## src/rtl/multi_tick_gen.sv

```systemverilog
// -----------------------------------------------------------------------------
// multi_tick_gen
//   N-channel tick / clock-enable generator running from the single board
//   clock. Each channel has its own runtime-loadable divisor D, run enable and
//   continuous/one-shot mode. A channel issues a 1-cycle tick strobe every
//   D+1 counting edges and toggles a square wave on every tick. A one-shot
//   channel fires once and then stays disarmed until it is rewritten.
//
// Ports
//   clk_100MHz   in   1       system clock, rising edge
//   reset        in   1       synchronous, active-high
//   en           in   NUM_CH  per-channel run enable
//   cfg_we       in   1       config write strobe (single cycle)
//   cfg_ch       in   CH_W    channel addressed by cfg_we
//   cfg_div      in   CNT_W   divisor D to load
//   cfg_oneshot  in   1       mode to load: 0 continuous, 1 one-shot
//   tick         out  NUM_CH  registered 1-cycle strobe per channel
//   sq           out  NUM_CH  registered square wave, toggles on each tick
//   active       out  NUM_CH  channel armed (continuous, or one-shot unfired)
//
// Config handshake: there is no ready/back-pressure. A write is accepted on
// every rising edge where cfg_we is high; cfg_ch/cfg_div/cfg_oneshot are only
// meaningful in that cycle. Writes to cfg_ch >= NUM_CH are dropped.
// -----------------------------------------------------------------------------
module multi_tick_gen #(
  parameter int CLK_HZ      = 100_000_000,
  parameter int NUM_CH      = 4,
  parameter int CNT_W       = 27,
  parameter int DEFAULT_DIV = CLK_HZ / 2 - 1,
  localparam int CH_W       = $clog2(NUM_CH)
) (
  input  logic              clk_100MHz,
  input  logic              reset,
  input  logic [NUM_CH-1:0] en,
  input  logic              cfg_we,
  input  logic [CH_W-1:0]   cfg_ch,
  input  logic [CNT_W-1:0]  cfg_div,
  input  logic              cfg_oneshot,
  output logic [NUM_CH-1:0] tick,
  output logic [NUM_CH-1:0] sq,
  output logic [NUM_CH-1:0] active
);

  localparam logic [CNT_W-1:0] RST_DIV = CNT_W'(DEFAULT_DIV);

  // Per-channel state
  logic [CNT_W-1:0]  r_cnt [NUM_CH];
  logic [CNT_W-1:0]  r_div [NUM_CH];
  logic [NUM_CH-1:0] r_oneshot;
  logic [NUM_CH-1:0] r_active;
  logic [NUM_CH-1:0] r_tick;
  logic [NUM_CH-1:0] r_sq;

  // Per-channel decode
  logic [NUM_CH-1:0] w_sel;   // this channel is the target of a config write
  logic [NUM_CH-1:0] w_run;   // counting this edge
  logic [NUM_CH-1:0] w_wrap;  // counting and terminal count reached

  always_comb begin
    w_sel  = '0;
    w_run  = '0;
    w_wrap = '0;
    for (int i = 0; i < NUM_CH; i++) begin
      // Out-of-range channel numbers never match any i, so they are ignored.
      w_sel[i]  = cfg_we && (cfg_ch == CH_W'(i));
      w_run[i]  = en[i] && r_active[i];
      // Compare before increment: cnt stops at div, so D = all-ones never
      // overflows the counter.
      w_wrap[i] = w_run[i] && (r_cnt[i] == r_div[i]);
    end
  end

  always_ff @(posedge clk_100MHz) begin
    for (int i = 0; i < NUM_CH; i++) begin
      if (reset) begin
        r_cnt[i]     <= '0;
        r_div[i]     <= RST_DIV;
        r_oneshot[i] <= 1'b0;
        r_active[i]  <= 1'b1;
        r_tick[i]    <= 1'b0;
        r_sq[i]      <= 1'b0;
      end else if (w_sel[i]) begin
        // A load wins over a same-cycle wrap: the pending tick is discarded
        // and counting restarts from zero with the new divisor. sq keeps its
        // phase.
        r_div[i]     <= cfg_div;
        r_oneshot[i] <= cfg_oneshot;
        r_cnt[i]     <= '0;
        r_active[i]  <= 1'b1;
        r_tick[i]    <= 1'b0;
      end else if (w_wrap[i]) begin
        r_cnt[i]  <= '0;
        r_tick[i] <= 1'b1;
        r_sq[i]   <= ~r_sq[i];
        if (r_oneshot[i]) begin
          r_active[i] <= 1'b0;
        end
      end else if (w_run[i]) begin
        r_cnt[i]  <= r_cnt[i] + CNT_W'(1);
        r_tick[i] <= 1'b0;
      end else begin
        // Disabled or spent one-shot: count and square wave freeze.
        r_tick[i] <= 1'b0;
      end
    end
  end

  assign tick   = r_tick;
  assign sq     = r_sq;
  assign active = r_active;

endmodule

```

## config.mk

```make
export PLATFORM = sky130hd
export DESIGN_NAME = multi_tick_gen
export DESIGN_NICKNAME = d
export VERILOG_FILES = /design/src/rtl/multi_tick_gen.sv
export SDC_FILE = /design/constraint.sdc
export NUM_CORES = 1
export LEC_CHECK = 0
export ABC_AREA = 1
export ABC_CLOCK_PERIOD_IN_PS = 2500
export BUFFER_PORTS_ARGS = -buffer_cell sky130_fd_sc_hd__buf_2
export CELL_PAD_IN_SITES_DETAIL_PLACEMENT = 1
export CELL_PAD_IN_SITES_GLOBAL_PLACEMENT = 1
export CORE_MARGIN = 10
export CORE_UTILIZATION = 35
export DETAILED_ROUTE_END_ITERATION = 6
export GPL_TIMING_DRIVEN = 0
export PLACE_DENSITY_LB_ADDON = 0.3
export RECOVER_POWER = 25
export SLEW_MARGIN = 30
export SYNTH_ARGS = -nofsm -noshare
export SYNTH_HDL_FRONTEND = slang
export SYNTH_SLANG_ARGS = --single-unit
```

## constraint.sdc

```tcl
create_clock -name clk_100MHz -period 2.5 [get_ports clk_100MHz]
set_clock_uncertainty 0.1 [all_clocks]
set_input_delay 0.125 -clock clk_100MHz [delete_from_list [all_inputs] [get_ports clk_100MHz]]
set_output_delay 0.125 -clock clk_100MHz [all_outputs]
set_load 0.01 [all_outputs]
```

# [Yosys cells after proc, flatten, opt, wreduce, memory -nomap -nowiden]
# Memories as Yosys holds them, arrays and structs flattened.
# Cells that the tools add are included.
[classes] eq_ne=7 mux=66 n_reduce_logical=25 bitwise=24 add_sub_neg=4
[op_table] operator="27-bit two-way mux" n=16
[op_table] operator="27-bit by 1-bit adder with 27-bit output, second input constant" n=4
[op_table] operator="27-bit == test" n=4
[op_table] operator="1-bit two-way mux" n=50
[op_table] operator="1-bit OR" n=16
[op_table] operator="2-bit AND reduction" n=8
[op_table] operator="1-bit logical AND" n=12
[op_table] operator="1-bit NOT" n=8
[op_table] operator="2-bit OR reduction" n=4
[op_table] operator="2-bit == test, second input constant" n=2
[op_table] operator="2-bit by 1-bit == test with 1-bit output, second input constant" n=1
[op_table] operator="2-bit logical NOT" n=1
[totals] input_bits=37 elab_cells=141 ram_bits=216 out_inout_bits=12 memories=2 register_bits=16
[memory_table] name="r_cnt" words=4 width=27 rd=4 rd_clocked_by_memory_dff=0 wr=4 line="47" source="logic [CNT_W-1:0] r_cnt [NUM_CH];"
[memory_table] name="r_div" words=4 width=27 rd=4 rd_clocked_by_memory_dff=0 wr=4 line="48" source="logic [CNT_W-1:0] r_div [NUM_CH];"

# [Depth between registers and ports, before layout]
# Gate-level depths: netlist of the first run.
[logic_depth] ltp_word=8 depth_mapped=12 depth_no_buf=11

# [Least setup slack after synthesis of the first run]
# Ideal clock, no wire load.
[synth_timing] path_kind="input to register" start="input port reset" end="memory r_cnt[3][0] (enable)" setup_time_ps=384 path_slack_ps=70 required_time_ps=2016 stages=5 arrival_ps=1946 path_buffers=1 path_cell_list="buf_2 -> inv_1 -> nand2_1 -> inv_1 -> nand2_1"
[synth_lines] element="start, declared" line="33" source="input logic reset,"
[synth_lines] element="end, declared" line="47"

==> summary.txt, run 1 <==
Global routing
  – First-pass GRT wire length: around 65000 um
  – Largest net degree at the start of global routing: 31
  – Initial antenna violation count: 0
  – All-Layer GR Usage: a little under a fifth
  – Vias in the first global route: 11300
  – GR Overflow Total: 0

Finish
  – Final core occ: 41.39%
  – Syn-to-layout area delta: 16.06%
  – Diode count: 0
  – Highest-count cells in the layout ignoring fill and taps: 516 x nand2_1, 228 x nor2_1, 216 x edfxtp_1
  – Multi-input gate area: 5381 sq um
  – Sequential Area: between 6000 and 7000 sq um
  – Fraction of layout cells with a size suffix above 1: approximately 8.6%
  – Fillers: between 4000 and 5000
  – Nets@finish: 1743
  – Final cell count without fillers: 2228
  – Leading cell type in the layout, fill and taps excluded: nand2_1

Route
  – WL/cell: between 15 and 20 um
  – DRC viols: 0
  – Total number of vias: between 10000 and 15000
  – Post-route ant nets: 0
  – DR pass1 iterations: 5
  – Final WL: between 40000 and 50000 um
  – Initial DRC Count: roughly 700
  – Number of vias per cell: 4.893

Worst setup path
  – Crit-path slowest cell: edfxtp_1
  – Setup crit start kind: flop
  – R2R Path End: r_cnt[2][16]
  – CP max FO: 10
  – Critical path's largest stage delay: about 0.46 ns
  – CP endpoint kind: flop
  – R2r worst-path depth: 7
  – Reg2Reg Launch Point: r_cnt[2][23]
  – Cell mode on critical path: nor2_1
  – Critical Path RT: 2.72 ns
  – R2R setup slack: ~0.21 ns
  – CP Class: reg2reg
  – Worst Path Arrival: between 2 and 3 ns
  – Worst-path cell chain: xnor2_1 -> nand2_1 -> nor2_1 -> nand3b_1 -> o21ai_4 -> buf_6 -> nor2_1

Timing
  – Hold_ws: 0.02030 ns
  – Fin crit share: roughly nine tenths
  – # setup viols final: 0
  – Tightest Pin Transition: around 1.2 ns
  – Final hold viol count: 0
  – Fmax: 0.4363 GHz
  – RSZ-0062 raised after global routing: no
  – Slew Viols, Final: 0
  – Max transition margin: 20.48%
  – Crit path time final: 2.292 ns

Clock network
  – Post-CTS Setup Inserts: 0
  – CTS H-tree depth: 1
  – Clock sink total: approximately 230
  – TritonCTS clock tree: built
  – Clock latency on the worst-skew pair: about 0.57 ns
  – CTS buffer count: 28
  – Clk buf depth: 3
  – Clock root buffer: clkbuf_16
  – Reg clk slew, reported paths: ~0.060 ns

Hold path
  – Worst Hold Endpoint: r_div[2][9]
  – Hold crit path type: in2reg
  – Hold path startpoint: cfg_div[9]
  – WHS Path Cells: 3

Placement
  – DP Wirelength: between 30000 and 40000 um
  – Dpl cells: around 2100
  – Buffers on Ports: between 40 and 50
  – RD Place Congestion: roughly 0.89

Pwr
  – Leakage power total: 5.839 nW
  – Seq pwr share: approximately half
  – Pwr/cell area: 652.0 nW/um^2
  – Clock network power share: 41.4%
  – Maximum vdd drop: 0.5404 mV
  – Gate power share: 10.3%
  – Net switching fraction of the power: a little over a quarter
  – Psw: roughly 0.0027 W
  – Internal power: roughly 0.0073 W

Die
  – Die area: about 46000 sq um
  – Width of the die: 213.8 um
  – # IOs: 49
  – Core area: roughly 37000 sq um
  – Site row count: 70
  – Die height: between 200 and 250 um
  – Initial Util: 35.66%

Yosys
  – Avg Inst Size Synth: 8.265 sq um
  – Synth warn: 0
  – Register area share after synthesis: between 50% and 60%
  – Post-synthesis cell count: roughly 1600
  – Flops & latches, synth: approximately 230
  – Post-Syn Area: roughly 13000 sq um
  – Mapped Nets: 1632
  – Yosys cell types: 41

Outcome
  – Status: complete, no violations

Job
  – Number of max-cap violations: 0
==> sequential cells by signal (all words and copies together), names as in the netlist <==
name	flops
r_div	108
r_oneshot	4
sq	4
active	4
tick	4
r_cnt	108
==> cells in the mapped netlist <==
library cell  number  area share [%]
inv_2              4            0.11
clkinv_1           2           0.057
xor2_1            40             2.7
clkbuf_2           5            0.19
or2_1              1           0.048
o21ai_4            1            0.12
dfxtp_1           16             2.4
nand2_1          521              15
nor2_1           227             6.5
o21bai_1           4            0.23
or2_2              7            0.33
clkbuf_1           2           0.057
nand3_4            2            0.27
nand3_1           53             2.0
xnor2_1           74             4.9
and2_1             1           0.048
nor2_2            12            0.57
nor3_4             1            0.12
nor4_1             4            0.19
nor3_1            33             1.3
or2_0              5            0.24
buf_6              4            0.34
or3_1              2           0.095
ha_1               4            0.38
nand3b_1           4            0.23
o22ai_1            1           0.048
nor3_2             4            0.30
edfxtp_1         216              49
nor2_4             5            0.43
buf_2              7            0.27
nand4_1           36             1.7
o31ai_1            3            0.17
a21oi_1           51             1.9
buf_4              4            0.23
o21ai_0            7            0.27
inv_1            215             6.1
nand2b_1           1           0.048
nand3_2            8            0.61
nand2_2            1           0.048
and3b_1            1           0.067
nor3b_1            2            0.11
==> layer usage <==
metal	routed length [um]	vias up	share of wire, %	track usage, %
li1	-	5288	-	-
met1	18790	5338	45	24.24
met2	19950	212	48	30.78
met3	2050	64	4.9	2.409
met4	956	0	2.3	4.522
met5	0	-	0	0
==> power groups by stage <==
stage | clock network, W | logic (W) | registers [W]
6_report | 0.00412 | 0.00102 | 0.00481
5_1_grt | 0.00436 | 0.00115 | 0.00484
2_1_floorplan | 0 | 0.000680 | 0.00477
3_3_place_gp | 0 | 0.000945 | 0.00489
4_1_cts | 0.00421 | 0.00103 | 0.00481
3_5_place_dp | 0 | 0.000982 | 0.00489
==> timing repair <==
item                                    4_1_cts  5_1_grt
endpoints found under the hold margin       107        0
endpoints found under the setup margin        0        1
hold buffers                                 34        0
resized for setup                             0        1
==> worst max-delay path by stage <==
| stage | from | endpoint | slack [ns] | cells after the start |
|---|---|---|---|---|
| 3_3_place_gp | reset | r_cnt[3][2] | -0.91 | 5 |
| 2_1_floorplan | reset | r_cnt[3][0] | 0.07 | 5 |
| 3_5_place_dp | reset | r_cnt[3][4] | -0.17 | 5 |
| 4_1_cts | r_cnt[2][23] | r_cnt[2][16] | 0.20 | 7 |
| 6_report | r_cnt[2][23] | r_cnt[2][16] | 0.21 | 7 |
| 5_1_grt | r_cnt[2][23] | r_cnt[2][3] | 0.04 | 7 |
==> worst max-delay path, delay by kind of cell, from the launching register on <==
kind / cells / cell delay (ns)
AO/OA/AOI/OAI: 1 / 0.42
XOR/XNOR: 1 / 0.37
buffers and inverters: 1 / 0.21
flip-flops: 1 / 0.46
AND/OR/NAND/NOR: 4 / 0.47
==> kinds of logic (layout without fill, tap and decap cells) <==
group,after synthesis,count (layout),share of synthesized area [%]
fa+ha+maj,4,4,0.3806
xor+xnor,114,114,7.593
compound gates,67,67,2.778
flops,232,232,51.76
buf+inv,243,376,7.393
simple gates,931,931,30.10
==> area by class of cell <==
class | count | share of cell area, %
Sequential cell | 232 | 44.60
Buffer | 22 | 0.9346
Multi-Input combinational cell | 1116 | 35.26
Timing Repair Buffer | 81 | 3.665
Clock inverter | 15 | 1.099
Inverter | 221 | 5.435
Clock buffer | 37 | 4.878
Tap cell | 504 | 4.132
==> stage by stage <==
stage | setup WS (ns) | instance area (sq um) | power, W | setup TNS [ns]
2_1_floorplan | 0.07012 | 13150 | 0.005447 | 0
3_3_place_gp | -0.9110 | 14020 | 0.005830 | -34.72
3_5_place_dp | -0.1750 | 14030 | 0.005874 | -4.661
4_1_cts | 0.1979 | 15280 | 0.01005 | 0
5_1_grt | 0.04113 | 15260 | 0.01036 | 0
6_report | 0.2081 | 15260 | 0.009951 | 0
No activity file was read; power rests on OpenSTA's default activity.
==> inputs of run 2 (changes only) <==
CORE_UTILIZATION = 43   (was 35)
==> summary.txt, run 2 (synthesized netlist as in run 1, its figures left out) <==
Global routing
  – GR Overflow Total: 0
  – Largest net degree at the start of global routing: 31
  – All-Layer GR Usage: between 20% and 30%
  – Vias in the first global route: approximately 12000
  – First-pass GRT wire length: 63740 um
  – Initial antenna violation count: 1

Die
  – Core area: about 30000 sq um
  – Site row count: 63
  – Width of the die: a little under 200 um
  – Die height: 194.9 um
  – Initial Util: around 44%
  – Die area: approximately 38000 sq um
  – # IOs: 49

Worst setup path
  – Worst Path Arrival: 2.35 ns
  – CP endpoint kind: flop
  – Critical Path RT: 2.57 ns
  – Setup crit start kind: input port
  – CP Class: in2reg
  – CP max FO: 27

Pwr
  – Net switching fraction of the power: between 20% and 30%
  – Leakage power total: roughly 5.9 nW
  – Pwr/cell area: roughly 670 nW/um^2
  – Seq pwr share: between 40 and 50%
  – Psw: between 0.002 and 0.003 W
  – Maximum vdd drop: 0.6487 mV
  – Gate power share: around a tenth
  – Clock network power share: 42.1%
  – Internal power: between 0.007 and 0.008 W
  – Design Power: 0.01007 W

Clock network
  – Clock latency on the worst-skew pair: 0.55 ns
  – CTS H-tree depth: 1
  – Clk buf depth: 3
  – Post-CTS Setup Inserts: 0
  – Clock sink total: 232
  – Reg clk slew, reported paths: roughly 0.060 ns
  – Clock root buffer: clkbuf_16
  – TritonCTS clock tree: built
  – CTS buffer count: 27

Finish
  – Multi-input gate area: around 5400 sq um
  – Biggest regs: r_cnt: 108 flops, r_div: 108 flops
  – Nets@finish: approximately 1700
  – Fillers: 3596
  – Final core occ: around 51%
  – Sequential Area: approximately 6800 sq um
  – Highest-count cells in the layout ignoring fill and taps: 517 x nand2_1, 229 x nor2_1, 216 x edfxtp_1
  – Post-route design area: between 15000 and 20000 sq um
  – Diode count: 0
  – Leading cell type in the layout, fill and taps excluded: nand2_1
  – Fraction of layout cells with a size suffix above 1: roughly 8.4%
  – Syn-to-layout area delta: 14.99%

Timing
  – # setup viols final: 0
  – RSZ-0062 raised after global routing: no
  – Slew Viols, Final: 0
  – Final hold viol count: 0
  – Max transition margin: roughly 16%
  – Fmax: 0.4392 GHz
  – Crit path time final: between 2 and 2.5 ns
  – Fin crit share: 91.08%
  – Final setup TNS: 0 ns
  – Tightest Pin Transition: about 1.3 ns

Placement
  – RD Place Congestion: about 0.88
  – Buffers on Ports: between 40 and 50
  – DP Area: ~14000 sq um
  – DP Wirelength: 30170 um

Route
  – Final WL: between 40000 and 50000 um
  – Total number of vias: between 10000 and 15000
  – Post-route ant nets: 0
  – DRC viols: 0
  – WL/cell: 18.97 um
  – DR pass1 iterations: 5
  – Initial DRC Count: roughly 700
  – Number of vias per cell: approximately 5.2

Outcome
  – Status: complete, no violations

Job
  – Number of max-cap violations: 0

Hold path
  – Hold crit path type: in2reg
## run 2: cell types whose count changed in the layout (fill, tap and decap cells not counted), moves of 2 or more
cell and delta:
clkinv_1 +6, dlygate4sd3_1 -2, clkbuf_8 +2, clkinvlp_4 -2, clkbuf_1 -7, nand2_2 -2, bufinv_16 +2, clkinv_2 -4
## run 2: layer usage
metal  up-vias  wire [um]  part of all wire, %  track usage [%]
met3        54       1674                  4.2            2.891
li1       5294          -                    -                -
met5         -          0                    0                0
met2       201      19610                   49            35.88
met4         0        886                  2.2            4.987
met1      5425      17830                   45            26.93
## run 2: path summary, 6_finish.rpt
path,cells after the start,slack [ns],startpoint,end
worst max-delay path,6,0.22,cfg_ch[0],r_cnt[1][10]
worst min-delay path,3,0.04,reset,r_div[1][0]
worst max register to register,10,0.23,r_cnt[1][0],r_cnt[1][16]
worst min register to register,2,0.37,r_oneshot[1],r_oneshot[1]
## run 2: metrics by stage
step           hold slack, ns  setup WS [ns]  std cells
6_report              0.03579         0.2230       2109
5_1_grt               0.06780        0.07234       2109
4_1_cts               0.04215        0.04432       2109
3_5_place_dp           0.3553        -0.1030       2028
3_3_place_gp           0.3484        -0.8711       2028
2_1_floorplan          0.2223        0.07012       1591
## run 2: critical path, stage by stage
cell	delay, ns
dlygate4sd3_1	0.53
buf_2	0.13
inv_1	0.06
nor3_1	0.60
nor2_1	0.28
nand2_2	0.61
## run 2: repair_timing
item,in CTS,in global routing
hold buffers,32,0
resized for setup,0,1
endpoints found under the setup margin,0,27
endpoints found under the hold margin,111,0
## run 2: power by group through the flow
| stage | sequential [W] | clock [W] | combinational [W] |
|---|---|---|---|
| 2_1_floorplan | 0.00477 | 0 | 0.000680 |
| 3_3_place_gp | 0.00487 | 0 | 0.000929 |
| 3_5_place_dp | 0.00488 | 0 | 0.000976 |
| 4_1_cts | 0.00480 | 0.00429 | 0.00103 |
| 5_1_grt | 0.00483 | 0.00444 | 0.00116 |
| 6_report | 0.00480 | 0.00423 | 0.00103 |
## run 2: layout make-up
| class | instances | area share [%] |
|---|---|---|
| Inverter | 221 | 5.486 |
| Clock buffer | 32 | 4.791 |
| Clock inverter | 17 | 1.374 |
| Buffer | 22 | 0.9433 |
| Tap cell | 390 | 3.227 |
| Multi-Input combinational cell | 1116 | 35.59 |
| Sequential cell | 232 | 45.01 |
| Timing Repair Buffer | 79 | 3.575 |
